[config.mk]
export PLATFORM = sky130hd
export DESIGN_NAME = bitwise_logic_unit
export DESIGN_NICKNAME = d
export VERILOG_FILES = /design/src/rtl/bitwise_logic_unit.sv
export SDC_FILE = /design/constraint.sdc
export NUM_CORES = 1
export LEC_CHECK = 0
export BUFFER_PORTS_ARGS = -buffer_cell sky130_fd_sc_hd__buf_4
export CAP_MARGIN = 20
export CORE_MARGIN = 2
export CORE_UTILIZATION = 55
export DETAILED_ROUTE_END_ITERATION = 16
export GPL_ROUTABILITY_DRIVEN = 0
export PLACE_DENSITY = 0.79
export SETUP_SLACK_MARGIN = 0.3
export SYNTH_ARGS = -nofsm -noshare
export SYNTH_HDL_FRONTEND = slang
export SYNTH_SLANG_ARGS = --single-unit
[constraint.sdc]
create_clock -name clk -period 2.55 [get_ports clk]
set_input_delay 0.51 -clock clk [delete_from_list [all_inputs] [get_ports clk]]
set_output_delay 0.51 -clock clk [all_outputs]
set_load 0.02 [all_outputs]
[src/rtl/bitwise_logic_unit.sv]
// Pipelined bitwise logic unit: eight ops on WIDTH-bit operands, 1 or 2 stages, valid/ready both sides.
// Define BITWISE_LU_POPCOUNT_EN to add a registered popcnt output.
module bitwise_logic_unit #(
    parameter int WIDTH  = 4,
    parameter int STAGES = 2
) (
    input  logic             clk,
    input  logic             rst,
    input  logic             in_valid,
    output logic             in_ready,
    input  logic [2:0]       op,
    input  logic [WIDTH-1:0] A,
    input  logic [WIDTH-1:0] B,
    output logic             out_valid,
    input  logic             out_ready,
    output logic [WIDTH-1:0] out,
    output logic             zero,
    output logic             ones,
`ifdef BITWISE_LU_POPCOUNT_EN
    output logic [$clog2(WIDTH+1)-1:0] popcnt,
`endif
    output logic             parity
);

    localparam int PCW = $clog2(WIDTH + 1);

    logic             adv;
    logic [WIDTH-1:0] f_a;
    logic [WIDTH-1:0] f_b;
    logic [2:0]       f_op;
    logic             f_v;
    logic [WIDTH-1:0] res;

    logic             out_valid_q, out_valid_d;
    logic [WIDTH-1:0] out_q, out_d;
    logic             zero_q, zero_d;
    logic             ones_q, ones_d;
    logic             parity_q, parity_d;
`ifdef BITWISE_LU_POPCOUNT_EN
    logic [PCW-1:0]   popcnt_q, popcnt_d;
`endif

    function automatic logic [WIDTH-1:0] logic_op(input logic [WIDTH-1:0] a,
                                                  input logic [WIDTH-1:0] b,
                                                  input logic [2:0]       sel);
        logic [WIDTH-1:0] r;
        case (sel)
            3'd0:    r = a & b;
            3'd1:    r = a | b;
            3'd2:    r = a ^ b;
            3'd3:    r = ~(a & b);
            3'd4:    r = ~(a | b);
            3'd5:    r = ~(a ^ b);
            3'd6:    r = ~a;
            default: r = a;
        endcase
        return r;
    endfunction

`ifdef BITWISE_LU_POPCOUNT_EN
    function automatic logic [PCW-1:0] count_ones(input logic [WIDTH-1:0] v);
        logic [PCW-1:0] c;
        c = '0;
        for (int i = 0; i < WIDTH; i++) begin
            c = c + PCW'(v[i]);
        end
        return c;
    endfunction
`endif

    // Global stall: every stage moves together, so a stalled output freezes the whole pipe.
    assign adv      = ~out_valid_q | out_ready;
    assign in_ready = adv;

    generate
        if (STAGES == 2) begin : g_stage1
            logic [WIDTH-1:0] a_q, a_d;
            logic [WIDTH-1:0] b_q, b_d;
            logic [2:0]       op_q, op_d;
            logic             v1_q, v1_d;

            // Data registers only reload on a real transaction so bubbles leave them untouched.
            always_comb begin
                a_d  = a_q;
                b_d  = b_q;
                op_d = op_q;
                v1_d = v1_q;
                if (adv) begin
                    v1_d = in_valid;
                    if (in_valid) begin
                        a_d  = A;
                        b_d  = B;
                        op_d = op;
                    end
                end
            end

            always_ff @(posedge clk or posedge rst) begin
                if (rst) begin
                    a_q  <= '0;
                    b_q  <= '0;
                    op_q <= '0;
                    v1_q <= 1'b0;
                end else begin
                    a_q  <= a_d;
                    b_q  <= b_d;
                    op_q <= op_d;
                    v1_q <= v1_d;
                end
            end

            assign f_a  = a_q;
            assign f_b  = b_q;
            assign f_op = op_q;
            assign f_v  = v1_q;
        end else begin : g_direct
            assign f_a  = A;
            assign f_b  = B;
            assign f_op = op;
            assign f_v  = in_valid;
        end
    endgenerate

    assign res = logic_op(f_a, f_b, f_op);

    // Result and flags hold their last value across bubbles, so out never goes unknown.
    always_comb begin
        out_valid_d = out_valid_q;
        out_d       = out_q;
        zero_d      = zero_q;
        ones_d      = ones_q;
        parity_d    = parity_q;
`ifdef BITWISE_LU_POPCOUNT_EN
        popcnt_d    = popcnt_q;
`endif
        if (adv) begin
            out_valid_d = f_v;
            if (f_v) begin
                out_d    = res;
                zero_d   = ~|res;
                ones_d   = &res;
                parity_d = ^res;
`ifdef BITWISE_LU_POPCOUNT_EN
                popcnt_d = count_ones(res);
`endif
            end
        end
    end

    always_ff @(posedge clk or posedge rst) begin
        if (rst) begin
            out_valid_q <= 1'b0;
            out_q       <= '0;
            zero_q      <= 1'b1;
            ones_q      <= 1'b0;
            parity_q    <= 1'b0;
`ifdef BITWISE_LU_POPCOUNT_EN
            popcnt_q    <= '0;
`endif
        end else begin
            out_valid_q <= out_valid_d;
            out_q       <= out_d;
            zero_q      <= zero_d;
            ones_q      <= ones_d;
            parity_q    <= parity_d;
`ifdef BITWISE_LU_POPCOUNT_EN
            popcnt_q    <= popcnt_d;
`endif
        end
    end

    assign out_valid = out_valid_q;
    assign out       = out_q;
    assign zero      = zero_q;
    assign ones      = ones_q;
    assign parity    = parity_q;
`ifdef BITWISE_LU_POPCOUNT_EN
    assign popcnt    = popcnt_q;
`endif

endmodule

After elaboration in Yosys (flattened, before gate mapping)
Index checks and enable logic that the tools add are counted.

cells by class
  multiplexer cells = 1
  reduce and logical (&&, ||, !) cells = 7
  bitwise gates (word level) = 9
  eq/ne operators = 6

operators by type and width
  cell                  count
  $pmux W4 S7           1
  $not A4 Y4            4
  $eq A3 B3 Y1 const B  3
  $eq A3 B2 Y1 const B  2
  $and A4 B4 Y4         1
  $or A4 B4 Y4          1
  $reduce_and A2 Y1     2
  $reduce_and A4 Y1     1
  $reduce_or A4 Y1      1
  $reduce_xor A4 Y1     1
  $xor A4 B4 Y4         1
  $eq A3 B1 Y1 const B  1
  $logic_not A3 Y1      1
  $logic_not A1 Y1      1
  $not A1 Y1            1
  $or A1 B1 Y1          1

word-level totals
  register bits = 20
  input bits = 15
  logic and storage cells = 32
  output and inout port bits = 9

Longest topological paths before layout
Gate-level depths: netlist of run 1.

  word-level depth = 5
  mapped depth = 9
  mapped depth without buffers = 9

Worst setup path after synthesis of run 1
OpenSTA, ideal clock, no wires.

  path kind = register -> register
  start = reg g_stage1.a_q[3] (netlist: f_a[3])
  end = reg parity_q (netlist: parity)
  cell stages (with the launch flop) = 10
  data arrival time = 2.043 ns
  setup slack = 0.370 ns
  cell sequence = dfrtp_1 inv_1 ha_1 and2_1 a221o_1 a221o_1 o21ai_0 ha_1 xnor2_1 o21ai_0

between the ends
  word-level cells in the longest chain between the ends = 4
  elaborated cells between the ends (all ways) = 9
  those cells by class = mux (1); bitwise (7); reduce/logical (1)

RTL lines
  item                                   RTL line    text
  start, declared                        77          logic [WIDTH-1:0] a_q, a_d;
  start signal, assigned                 100         a_q <= '0;
  start signal, assigned                 105         a_q <= a_d;
  $xor A4 B4 Y4 (tied with other cells)  50, 53
  $not A4 Y4, on equally long branches   53, 51, 52
  $pmux W4 S7 (*)                        47          case (sel)
  $reduce_xor A4 Y1 (*)                  142         parity_d = ^res;
  end signal, assigned                   165         parity_q <= parity_d;
  end, declared                          38          logic parity_q, parity_d;

Mark *: on every way between the ends. The rest lies on a longest branch, timed or not.
A chain may end at the register's enable or synchronous reset.

Worst setup path in the final report of run 1
Ends and elaborated chain as after synthesis.

==> results of run 1 <==
## area by class of cell
type | count | area, um2
well taps | 28 | 35.03
clock buffers | 4 | 26.28
flip-flops and latches | 20 | 506.7
multi-input cells | 97 | 778.2
repair buffers | 28 | 210.2
fillers | 179 | 670.6
inverters | 13 | 48.80
## what timing repair did
item / in CTS / in global routing
buffers inserted: 1 / 3
resized for setup: 3 / 8
pin swaps: 1 / 4
endpoints found under the setup margin: 1 / 1
## cell families after synthesis
logic type               after synthesis
AO/OA/AOI/OAI                         32
XOR/XNOR                               1
adder cells (fa/ha/maj)               12
buffers and inverters                 20
flip-flops                            20
multiplexers                          12
AND/OR/NAND/NOR                       40
## worst paths after layout
path | end | cells past startpoint
setup / recovery | parity$_DFFE_PP0P_ | 9
hold / removal | f_op[2]$_DFFE_PP0P_ | 2
setup reg to reg | parity$_DFFE_PP0P_ | 9
hold reg to reg | zero$_DFFE_PP1P_ | 2
max in group asynchronous | f_a[2]$_DFFE_PP0P_ | 2
min in group clk | f_a[3]$_DFFE_PP0P_ | 2
## synthesized netlist by cell type, types with 3 or more instances
master                     instances  area (um2)
sky130_fd_sc_hd__nor2b_1           4       25.02
sky130_fd_sc_hd__dfrtp_1          19       475.5
sky130_fd_sc_hd__nand2_1          11       41.29
sky130_fd_sc_hd__a31oi_1           3       18.77
sky130_fd_sc_hd__o21ai_0           6       30.03
sky130_fd_sc_hd__nand2b_1          3       18.77
sky130_fd_sc_hd__buf_2             3       15.01
sky130_fd_sc_hd__nor2_1           11       41.29
sky130_fd_sc_hd__ha_1             12       150.1
sky130_fd_sc_hd__mux2_2           11       123.9
sky130_fd_sc_hd__a21oi_1           3       15.01
sky130_fd_sc_hd__inv_1            12       45.04
## stage by stage
stage,instance area (um2),total power (W),std cells
3_5_place_dp,1523,0.001096,182
2_1_floorplan,1349,0.0009187,137
4_1_cts,1558,0.001265,187
6_report,1605,0.001298,190
5_1_grt,1605,0.001388,190
3_3_place_gp,1523,0.001062,182
## registers in the layout (all words and copies together), names as in the netlist
register	flops
f_a	4
f_b	4
f_op	3
f_v	1
ones	1
out	4
out_valid	1
parity	1
zero	1
## routing by layer
metal  GRT usage, %  vias up
met1          23.77      523
met3          2.542        6
met2          38.48       24
met5              0        -
met4          11.97        0
li1               -      539
## worst max-delay path: cells and delay by family, from the launching register on
kind | cells | cell delay (ps)
simple gates | 1 | 150
flops | 1 | 430
fa+ha+maj | 2 | 460
xor+xnor | 1 | 150
buf+inv | 1 | 80
compound gates | 4 | 820
## power groups by stage
stage / clock network, W / logic (W) / registers, W
2_1_floorplan: 0 / 0.000405 / 0.000514
3_3_place_gp: 0 / 0.000577 / 0.000485
3_5_place_dp: 0 / 0.000603 / 0.000493
4_1_cts: 0.000166 / 0.000615 / 0.000484
5_1_grt: 0.000177 / 0.000711 / 0.000500
6_report: 0.000166 / 0.000647 / 0.000485
==> results.sh, run 1 <==
export IMPL_run_status="finished, final reports clean"
export IMPL_antennaDiodeCount=0
export IMPL_power_per_cell_area_nw_per_um2=808.7
export IMPL_synth_adder_area_share_pct=11.13
export IMPL_hold_class="in -> async"
export IMPL_max_cap_viol_count=0
export IMPL_fin_hold_ws_ps=312.8
export IMPL_via_per_inst=5.747
export IMPL_cts_root_buffer_cell="sky130_fd_sc_hd__clkbuf_4"
export IMPL_synth_edf_count=0
export IMPL_rsz_0062_raised_after_global_routing="true"
export IMPL_timing_critical_path_slowest_cell_delay_ps=430
export IMPL_worstPathCellList="inv_2 > ha_4 > and2_4 > a221o_1 > a221o_1 > o21ai_1 > ha_1 > xnor2_1 > o21ai_1"
export IMPL_reg2reg_setup_slack_ps=340
export IMPL_wire_length_of_the_first_global_routing_pass_mm=4.374
export IMPL_maximum_number_of_pins_on_one_net_before_global_route_repair=21
export IMPL_clock_insertion_delay_worst_skew_ps=310
export IMPL_num_rows=17
export IMPL_finish_net_count=190
export IMPL_via_count=1092
export IMPL_power_leakage_nw=0.7547
export IMPL_syn_cell_area_um2=1349
export IMPL_report_final_setup_viol=0
export IMPL_power_frac_seq_pct=37.4
export IMPL_synthesized_nets=164
export IMPL_setup_worst_path_start="f_a[3]$_DFFE_PP0P_"
export IMPL_power_frac_comb_pct=49.8
export IMPL_avgRoutedWirePerCell_um=14.57
export IMPL_wl_met3_um=77
export IMPL_globalRouteTotalUtil_pct=21.24
export IMPL_die_width_um=53.52
export IMPL_hold_viol_final=0
export IMPL_async_flop_share_pct=100.0
export IMPL_post_cts_hold_buffer_count=0
export IMPL_postLayoutCoreUtil_pct=70.53
export IMPL_syn2layout_area_growth_pct=19.02
export IMPL_combinational_family_with_the_most_area_after_synthesis="compound AO/OA/AOI/OAI gates"
export IMPL_fmax_ghz=0.4531
export IMPL_drive_gt1_share_pct=36.42
export IMPL_cts_tree="built"
export IMPL_worst_path_max_delay_cell="sky130_fd_sc_hd__dfrtp_2"
export IMPL_synthesis_yosys_warnings=0
export IMPL_met2_length_mm=1.472
export IMPL_dp_hpwl_mm=2.030
export IMPL_report_final_slew_viol_count=0
export IMPL_max_slew_margin_rel_pct=50.27
export IMPL_cp_end_kind="register"
export IMPL_tightest_slew_ps=745.1
export IMPL_critical_path_startpoint_type="register"
export IMPL_finalClockSkew_ps=6.218
export IMPL_synthesis_instances=137
export IMPL_synth_compound_area_share_pct=18.83
export IMPL_numClockSinks=20
export IMPL_path_class="reg -> reg"
export IMPL_layout_worst_path_cycle_share_pct=86.56
export IMPL_clock_path_buffers=2
export IMPL_synth_mux_area_share_pct=9.926
export IMPL_total_wirelength_of_the_detailed_routed_design_mm=2.768
export IMPL_synth_seq_cells=20
export IMPL_switchingPower_w=0.0005073
export IMPL_peakVddDrop_mv=0.5391
export IMPL_dr_max_layer_used="met4"
export IMPL_die_height_um=53.52
export IMPL_critical_path_reg2reg_startpoint="f_a[3]$_DFFE_PP0P_"
export IMPL_number_of_global_route_vias_before_repair=1025
export IMPL_yosys_area_share_simple_pct=15.58
export IMPL_remaining_drc_errors=0
export IMPL_cts_htree_levels=1
export IMPL_core_region_area_um2=2276
export IMPL_synth_seq_area_share_pct=37.20
export IMPL_p_sw_share_pct=39.08
export IMPL_cts_clk_pin_slew_worst_paths_ps=120
export IMPL_postSynth_topFlopCell="sky130_fd_sc_hd__dfrtp_1"
export IMPL_worstPathRequired_ps=2750
export IMPL_postLayoutSetupSlackWorst_ps=342.8
export IMPL_cts_buffers_inserted=3
export IMPL_finalCriticalPeriod_ps=2207
export IMPL_route_layer_met1_wl_mm=1.153
export IMPL_wp_data_arrival_ps=2400
export IMPL_power_share_clock_pct=12.8
export IMPL_layout_common_cells="sky130_fd_sc_hd__buf_4 (28), sky130_fd_sc_hd__dfrtp_1 (15)"
export IMPL_drt_first_pass_iters=4
export IMPL_pre_cts_ws_ps=164.4
export IMPL_num_io_pins=24
export IMPL_post_synth_num_cell_types=42
export IMPL_drtIter0Drc=25
export IMPL_fin_setup_tns_ps=0
export IMPL_antenna_found_initial=0
export IMPL_die_area_um2=2864
export IMPL_synthXorXnorAreaFrac_pct=0.6494
export IMPL_maximum_fanout_count_along_the_critical_path=3
export IMPL_overflow_left_after_global_routing=0
export IMPL_power_internal_w=0.0007908
export IMPL_antenna_left=0
export IMPL_port_buffer_count=23
export IMPL_avgSynthCellArea_um2=9.845
export IMPL_initial_utilization_pct=59.26
export IMPL_commonest_non_fill_non_tap_cell_in_the_layout="sky130_fd_sc_hd__buf_4"
Note: power is estimated with default switching activity, not from simulation.
==> run 2, diff against run 1 <==
- BUFFER_PORTS_ARGS: -buffer_cell sky130_fd_sc_hd__buf_4 -> default
- CORE_UTILIZATION: 55 -> 60
- DONT_BUFFER_PORTS: default -> 1
- PLACE_DENSITY: 0.79 -> 0.76
==> run 2 against run 1 <==
Net effect: clock skew decreased by 2.3 ps; first-iteration DRC count decreased by 4.0%; maximum frequency increased by 1.4%; final cell count decreased by 13%; combinational power decreased by 25%; sequential share of layout area increased by 3.3 points; critical path type unchanged; worst setup slack improved by 31 ps; global-route usage increased by 0.66 points; die area decreased by 7.7%.
==> results.sh, run 2 (same netlist as run 1, synthesis figures left out) <==
export IMPL_setup_worst_path_start="f_b[3]$_DFFE_PP0P_"
export IMPL_clock_path_buffers=2
export IMPL_critical_path_reg2reg_startpoint="f_b[3]$_DFFE_PP0P_"
export IMPL_rsz_0062_raised_after_global_routing="true"
export IMPL_path_class="reg -> reg"
export IMPL_report_final_setup_viol=0
export IMPL_hold_class="in -> async"
export IMPL_core_region_area_um2=2170
export IMPL_cts_htree_levels=1
export IMPL_layout_worst_path_cycle_share_pct=85.35
export IMPL_final_area_um2=1451
export IMPL_antenna_left=0
export IMPL_avgRoutedWirePerCell_um=15.70
export IMPL_peakVddDrop_mv=0.5967
export IMPL_cp_end_kind="register"
export IMPL_die_area_um2=2643
export IMPL_finalClockSkew_ps=3.889
export IMPL_drtIter0Drc=24
export IMPL_max_slew_margin_rel_pct=48.08
export IMPL_wire_length_of_the_first_global_routing_pass_mm=4.243
export IMPL_fin_setup_tns_ps=0
export IMPL_run_status="finished, final reports clean"
export IMPL_num_io_pins=24
export IMPL_postLayoutSetupSlackWorst_ps=373.5
export IMPL_report_final_slew_viol_count=0
export IMPL_remaining_drc_errors=0
export IMPL_cts_buffers_inserted=3
export IMPL_cts_clk_pin_slew_worst_paths_ps=130
export IMPL_post_cts_hold_buffer_count=0
export IMPL_syn2layout_area_growth_pct=7.606
export IMPL_worstPathRequired_ps=2750
export IMPL_num_rows=17
export IMPL_antenna_found_initial=0
export IMPL_die_width_um=51.41
export IMPL_die_height_um=51.41
export IMPL_cts_root_buffer_cell="sky130_fd_sc_hd__clkbuf_4"
export IMPL_via_per_inst=5.886
export IMPL_dp_hpwl_mm=1.846
export IMPL_fmax_ghz=0.4595
export IMPL_tightest_slew_ps=778.0
export IMPL_antennaDiodeCount=0
export IMPL_layout_common_cells="sky130_fd_sc_hd__dfrtp_1 (15), sky130_fd_sc_hd__nand2_1 (11), sky130_fd_sc_hd__mux2_2 (11), sky130_fd_sc_hd__nor2_1 (11), sky130_fd_sc_hd__ha_1 (11)"
export IMPL_totalPowerFinal_w=0.001307
export IMPL_max_cap_viol_count=0
export IMPL_number_of_global_route_vias_before_repair=932
export IMPL_initial_utilization_pct=62.17
export IMPL_wp_data_arrival_ps=2380
export IMPL_commonest_non_fill_non_tap_cell_in_the_layout="sky130_fd_sc_hd__dfrtp_1"
export IMPL_overflow_left_after_global_routing=0
export IMPL_maximum_number_of_pins_on_one_net_before_global_route_repair=21
export IMPL_cts_tree="built"
export IMPL_finalCriticalPeriod_ps=2176
export IMPL_clock_insertion_delay_worst_skew_ps=320
export IMPL_finish_net_count=166
export IMPL_hold_viol_final=0
export IMPL_critical_path_startpoint_type="register"
export IMPL_port_buffer_count=0
export IMPL_numClockSinks=20
export IMPL_globalRouteTotalUtil_pct=21.91
export IMPL_via_count=977
export IMPL_drt_first_pass_iters=4
export IMPL_placedInstanceArea_um2=1350
export IMPL_total_wirelength_of_the_detailed_routed_design_mm=2.607
export IMPL_pre_cts_ws_ps=237.8
export IMPL_power_per_cell_area_nw_per_um2=900.9
export IMPL_power_leakage_nw=0.6518
export IMPL_drive_gt1_share_pct=26.09
export IMPL_maximum_fanout_count_along_the_critical_path=3
==> run 2: cell count changes in the layout (fill, tap and decap cells not counted) <==
cell / before / now
sky130_fd_sc_hd__buf_4: 28 / 4
sky130_fd_sc_hd__a2bb2oi_1: 1 / 0
sky130_fd_sc_hd__a2bb2oi_2: 0 / 1
sky130_fd_sc_hd__bufinv_16: 0 / 1
sky130_fd_sc_hd__clkbuf_1: 1 / 0
sky130_fd_sc_hd__nor4bb_1: 0 / 1
sky130_fd_sc_hd__nor4bb_2: 1 / 0
sky130_fd_sc_hd__o21ai_0: 4 / 3
sky130_fd_sc_hd__o21ai_1: 3 / 4
==> run 2: stage by stage <==
step	std cells	hold WS (ps)	utilization (%)
after CTS	164	238.2	64.99
final	166	203.6	66.90
after global routing	166	281.1	66.90
after global placement	159	508.1	62.23
after floorplan	137	473.1	-
after detailed placement	159	524.7	62.23
==> run 2: final timing paths <==
path	endpoint	slack, ps	cells after the start
worst max-delay path	parity$_DFFE_PP0P_	370	9
worst min-delay path	f_a[1]$_DFFE_PP0P_	200	1
worst max register to register	parity$_DFFE_PP0P_	370	9
worst min register to register	f_b[1]$_DFFE_PP0P_	550	1
max in group asynchronous	f_op[0]$_DFFE_PP0P_	1810	1
min in group clk	f_op[1]$_DFFE_PP0P_	330	1
==> run 2: layout make-up <==
type / instances / area, um2
Multi-Input combinational cell: 97 / 778.2
Clock buffer: 3 / 22.52
Timing Repair Buffer: 4 / 30.03
Inverter: 13 / 48.80
Clock inverter: 1 / 30.03
Sequential cell: 20 / 506.7
Tap cell: 28 / 35.03
Fill cell: 179 / 718.2
==> run 2: where the power goes <==
group          internal (W)  switching (W)  total, W
combinational      0.000249       0.000236  0.000485
clock              0.000159       0.000113  0.000272
sequential         0.000401       0.000150  0.000551
==> run 2: critical path, cell delays in order, from the launching register on <==
cell                      delay (ps)
sky130_fd_sc_hd__dfrtp_1         430
sky130_fd_sc_hd__inv_2            70
sky130_fd_sc_hd__ha_4            190
sky130_fd_sc_hd__and2_4          140
sky130_fd_sc_hd__a221o_1         300
sky130_fd_sc_hd__a221o_1         360
sky130_fd_sc_hd__o21ai_1         100
sky130_fd_sc_hd__ha_1            250
sky130_fd_sc_hd__xnor2_1         150
sky130_fd_sc_hd__o21ai_1          70
==> run 2: repair_timing <==
action                     CTS  global route
setup endpoints to repair    1             1
gates resized for setup      0            12
pin swaps                    0             5
buffers inserted             1             2
==> run 2: metal layers <==
layer | global-route usage, % | wire length [um] | vias up
met2 | 35.26 | 1251 | 23
li1 | - | - | 485
met4 | 7.018 | 33 | 0
met5 | 0 | 0 | -
met1 | 28.73 | 1187 | 464
met3 | 5.556 | 135 | 5
==> run 3, diff against run 2 <==
- ABC_AREA: default -> 1
- TNS_END_PERCENT: default -> 100
==> run 3 against run 2 <==
Net effect: sequential share of layout area increased by 2.0 points; critical path depth unchanged; sequential cell count unchanged; final cell count increased by 27%; synthesized area decreased by 2.7%; clock skew increased by 1.6 ps; synthesized cell count increased by 34%; cell area decreased by 6.5%; clock power decreased by 32%; first-iteration DRC count increased by 150%; global-route usage increased by 1.8 points; critical endpoint unchanged.
==> results.sh, run 3 <==
export IMPL_remaining_drc_errors=0
export IMPL_maximum_number_of_pins_on_one_net_before_global_route_repair=24
export IMPL_drt_first_pass_iters=4
export IMPL_wp_data_arrival_ps=2210
export IMPL_post_synth_num_cell_types=17
export IMPL_drive_gt1_share_pct=5.464
export IMPL_commonest_non_fill_non_tap_cell_in_the_layout="sky130_fd_sc_hd__nand2_1"
export IMPL_layout_worst_path_cycle_share_pct=79.04
export IMPL_die_width_um=50.77
export IMPL_area_share_of_the_largest_cell_type_after_synthesis_pct=36.22
export IMPL_synthXorXnorAreaFrac_pct=0.6673
export IMPL_max_slew_margin_rel_pct=49.65
export IMPL_timing_critical_path_slowest_cell_delay_ps=680
export IMPL_post_synth_main_area_contributors="sky130_fd_sc_hd__dfrtp_1 (36%), sky130_fd_sc_hd__nand2_1 (13%), sky130_fd_sc_hd__ha_1 (11%), sky130_fd_sc_hd__inv_1 (7.7%), sky130_fd_sc_hd__nand3_1 (7.2%)"
export IMPL_synthesized_nets=211
export IMPL_cts_root_buffer_cell="sky130_fd_sc_hd__clkbuf_4"
export IMPL_yosys_area_share_simple_pct=32.79
export IMPL_synthesis_yosys_warnings=0
export IMPL_peakVddDrop_mv=0.5393
export IMPL_worst_path_max_delay_cell="sky130_fd_sc_hd__dfrtp_1"
export IMPL_via_per_inst=5.562
export IMPL_combinational_family_with_the_most_area_after_synthesis="simple AND/OR/NAND/NOR gates"
export IMPL_synth_seq_cells=20
export IMPL_number_of_global_route_vias_before_repair=1068
export IMPL_postLayoutSetupSlackWorst_ps=534.4
export IMPL_post_cts_resize_count=0
export IMPL_synthMostInstantiatedCell="sky130_fd_sc_hd__nand2_1"
export IMPL_power_internal_w=0.0006237
export IMPL_worstPathRequired_ps=2750
export IMPL_report_final_setup_viol=0
export IMPL_synth_adder_area_share_pct=11.44
export IMPL_synth_edf_count=0
export IMPL_cts_buffers_inserted=3
export IMPL_totalPowerFinal_w=0.001093
export IMPL_synth_top_area_cell="sky130_fd_sc_hd__dfrtp_1"
export IMPL_max_cap_viol_count=0
export IMPL_synth_compound_area_share_pct=6.101
export IMPL_num_io_pins=24
export IMPL_cts_tree="built"
export IMPL_syn2layout_area_growth_pct=3.432
export IMPL_synth_seq_area_share_pct=38.23
export IMPL_cts_htree_levels=1
export IMPL_die_height_um=50.77
export IMPL_worstPathCellList="inv_2 > nand3_1 > nand2_1 > nor2_1 > nand2_1 > nand2_1 > ha_1 > xnor2_1 > o21ai_1"
export IMPL_cp_end_kind="register"
export IMPL_antenna_found_initial=0
export IMPL_total_wirelength_of_the_detailed_routed_design_mm=2.559
export IMPL_syn_cell_area_um2=1313
export IMPL_synth_mux_area_share_pct=0
export IMPL_finalCriticalPeriod_ps=2016
export IMPL_avgRoutedWirePerCell_um=12.19
export IMPL_overflow_left_after_global_routing=0
export IMPL_antenna_left=0
export IMPL_pre_cts_ws_ps=641.6
export IMPL_power_share_clock_pct=17.0
export IMPL_worst_path_dominant_cell_family="flip-flops"
export IMPL_maximum_fanout_count_along_the_critical_path=16
export IMPL_core_region_area_um2=2022
export IMPL_fin_setup_tns_ps=0
export IMPL_layout_common_cells="sky130_fd_sc_hd__nand2_1 (45), sky130_fd_sc_hd__inv_1 (27), sky130_fd_sc_hd__nor2_1 (23)"
export IMPL_hold_viol_final=0
export IMPL_avgSynthCellArea_um2=7.133
export IMPL_postLayoutCoreUtil_pct=67.14
export IMPL_critical_path_startpoint_type="register"
export IMPL_async_flop_share_pct=100.0
export IMPL_switchingPower_w=0.0004692
export IMPL_hold_class="in -> async"
export IMPL_critical_path_top_cell_by_count="sky130_fd_sc_hd__nand2_1"
export IMPL_synthesis_instances=184
export IMPL_power_leakage_nw=0.7736
export IMPL_antennaDiodeCount=0
export IMPL_post_cts_hold_buffer_count=0
export IMPL_power_per_cell_area_nw_per_um2=805.0
export IMPL_fmax_ghz=0.4961
export IMPL_via_count=1168
export IMPL_cts_clk_pin_slew_worst_paths_ps=110
export IMPL_report_final_slew_viol_count=0
export IMPL_clock_path_buffers=2
export IMPL_run_status="finished, final reports clean"
export IMPL_cts_setup_buffers=0
export IMPL_clock_insertion_delay_worst_skew_ps=310
export IMPL_crit_buf_inv=1
export IMPL_num_rows=16
export IMPL_numClockSinks=20
export IMPL_rsz_0062_raised_after_global_routing="false"
export IMPL_drtIter0Drc=59
export IMPL_postSynth_topFlopCell="sky130_fd_sc_hd__dfrtp_1"
export IMPL_finish_net_count=211
export IMPL_die_area_um2=2578
export IMPL_initial_utilization_pct=64.91
export IMPL_port_buffer_count=0
export IMPL_path_class="reg -> reg"
export IMPL_p_sw_share_pct=42.93
export IMPL_globalRouteTotalUtil_pct=23.69
export IMPL_tightest_slew_ps=754.5
export IMPL_power_frac_seq_pct=47.8
export IMPL_finalClockSkew_ps=5.502
export IMPL_dp_hpwl_mm=1.923
export IMPL_synthTopCellsByCount="sky130_fd_sc_hd__nand2_1 (45), sky130_fd_sc_hd__inv_1 (27), sky130_fd_sc_hd__nor2_1 (23), sky130_fd_sc_hd__dfrtp_1 (19), sky130_fd_sc_hd__nand3_1 (19)"
export IMPL_power_frac_comb_pct=35.2
export IMPL_wire_length_of_the_first_global_routing_pass_mm=4.657
==> run 3: cell types whose count changed in the layout (fill, tap and decap cells not counted), sizes merged, moves of 4 or more <==
| cell | delta |
|---|---|
| nor2b | -4 |
| mux2 | -11 |
| inv | +17 |
| nand2 | +34 |
| nor2 | +14 |
| a21oi | +9 |
| buf | -4 |
| nand3 | +18 |
| nand4 | +10 |
==> run 3: routing by layer <==
| layer | global-route usage [%] | vias up | wire length [um] |
|---|---|---|---|
| met4 | 6.757 | 0 | 64 |
| met5 | 0 | - | 0 |
| met2 | 37.50 | 48 | 1175 |
| met1 | 33.08 | 528 | 1124 |
| li1 | - | 583 | - |
| met3 | 4.464 | 9 | 195 |
==> run 3: path summary, 6_finish.rpt <==
check                               startpoint                     to  slack, ps  cells past startpoint
max reg2reg                f_op[2]$_DFFE_PP0P_     parity$_DFFE_PP0P_        530                      9
max                        f_op[2]$_DFFE_PP0P_     parity$_DFFE_PP0P_        530                      9
min                                        rst     f_b[2]$_DFFE_PP0P_        210                      1
min reg2reg                    f_v$_DFFE_PP0N_  out_valid$_DFFE_PP0N_        480                      2
max in group asynchronous                  rst     parity$_DFFE_PP0P_       1870                      1
min in group clk                          A[1]     f_a[1]$_DFFE_PP0P_        350                      2
==> run 3: final cells by class <==
cell class | count | area (um2)
Tap cell | 27 | 33.78
Sequential cell | 20 | 501.7
Inverter | 31 | 116.4
Clock buffer | 4 | 36.28
Multi-Input combinational cell | 128 | 669.4
Fill cell | 184 | 664.4
==> run 3: cells by family (layout without fill, tap and decap cells) <==
family                     after synthesis  after routing
and+or+nand+nor                         99             99
DFF                                     20             20
AOI/OAI and AO/OA                       16             16
adders and majority gates               12             12
xor gates and xnor gates                 1              1
buffers and inverters                   36             35
==> run 3: metrics by stage <==
stage	instance area, um2	hold WS (ps)	std cells
after floorplan	1313	431.7	184
after global placement	1321	446.0	206
after detailed placement	1321	455.3	206
after CTS	1358	232.6	210
after global routing	1358	279.6	210
final	1358	208.6	210
==> run 3: worst reg2reg max path, cell delays in order (launching register included) <==
cell                      delay, ps
sky130_fd_sc_hd__dfrtp_1        680
sky130_fd_sc_hd__inv_2          230
sky130_fd_sc_hd__nand3_1        130
sky130_fd_sc_hd__nand2_1         60
sky130_fd_sc_hd__nor2_1         150
sky130_fd_sc_hd__nand2_1        100
sky130_fd_sc_hd__nand2_1        100
sky130_fd_sc_hd__ha_1           250
sky130_fd_sc_hd__xnor2_1        130
sky130_fd_sc_hd__o21ai_1         80
==> run 3: power groups by stage <==
stage	logic, W	registers (W)	clock network [W]
5_1_grt	0.000457	0.000534	0.000202
4_1_cts	0.000382	0.000524	0.000193
3_5_place_dp	0.000378	0.000530	0
3_3_place_gp	0.000370	0.000525	0
6_report	0.000385	0.000522	0.000186
2_1_floorplan	0.000327	0.000502	0
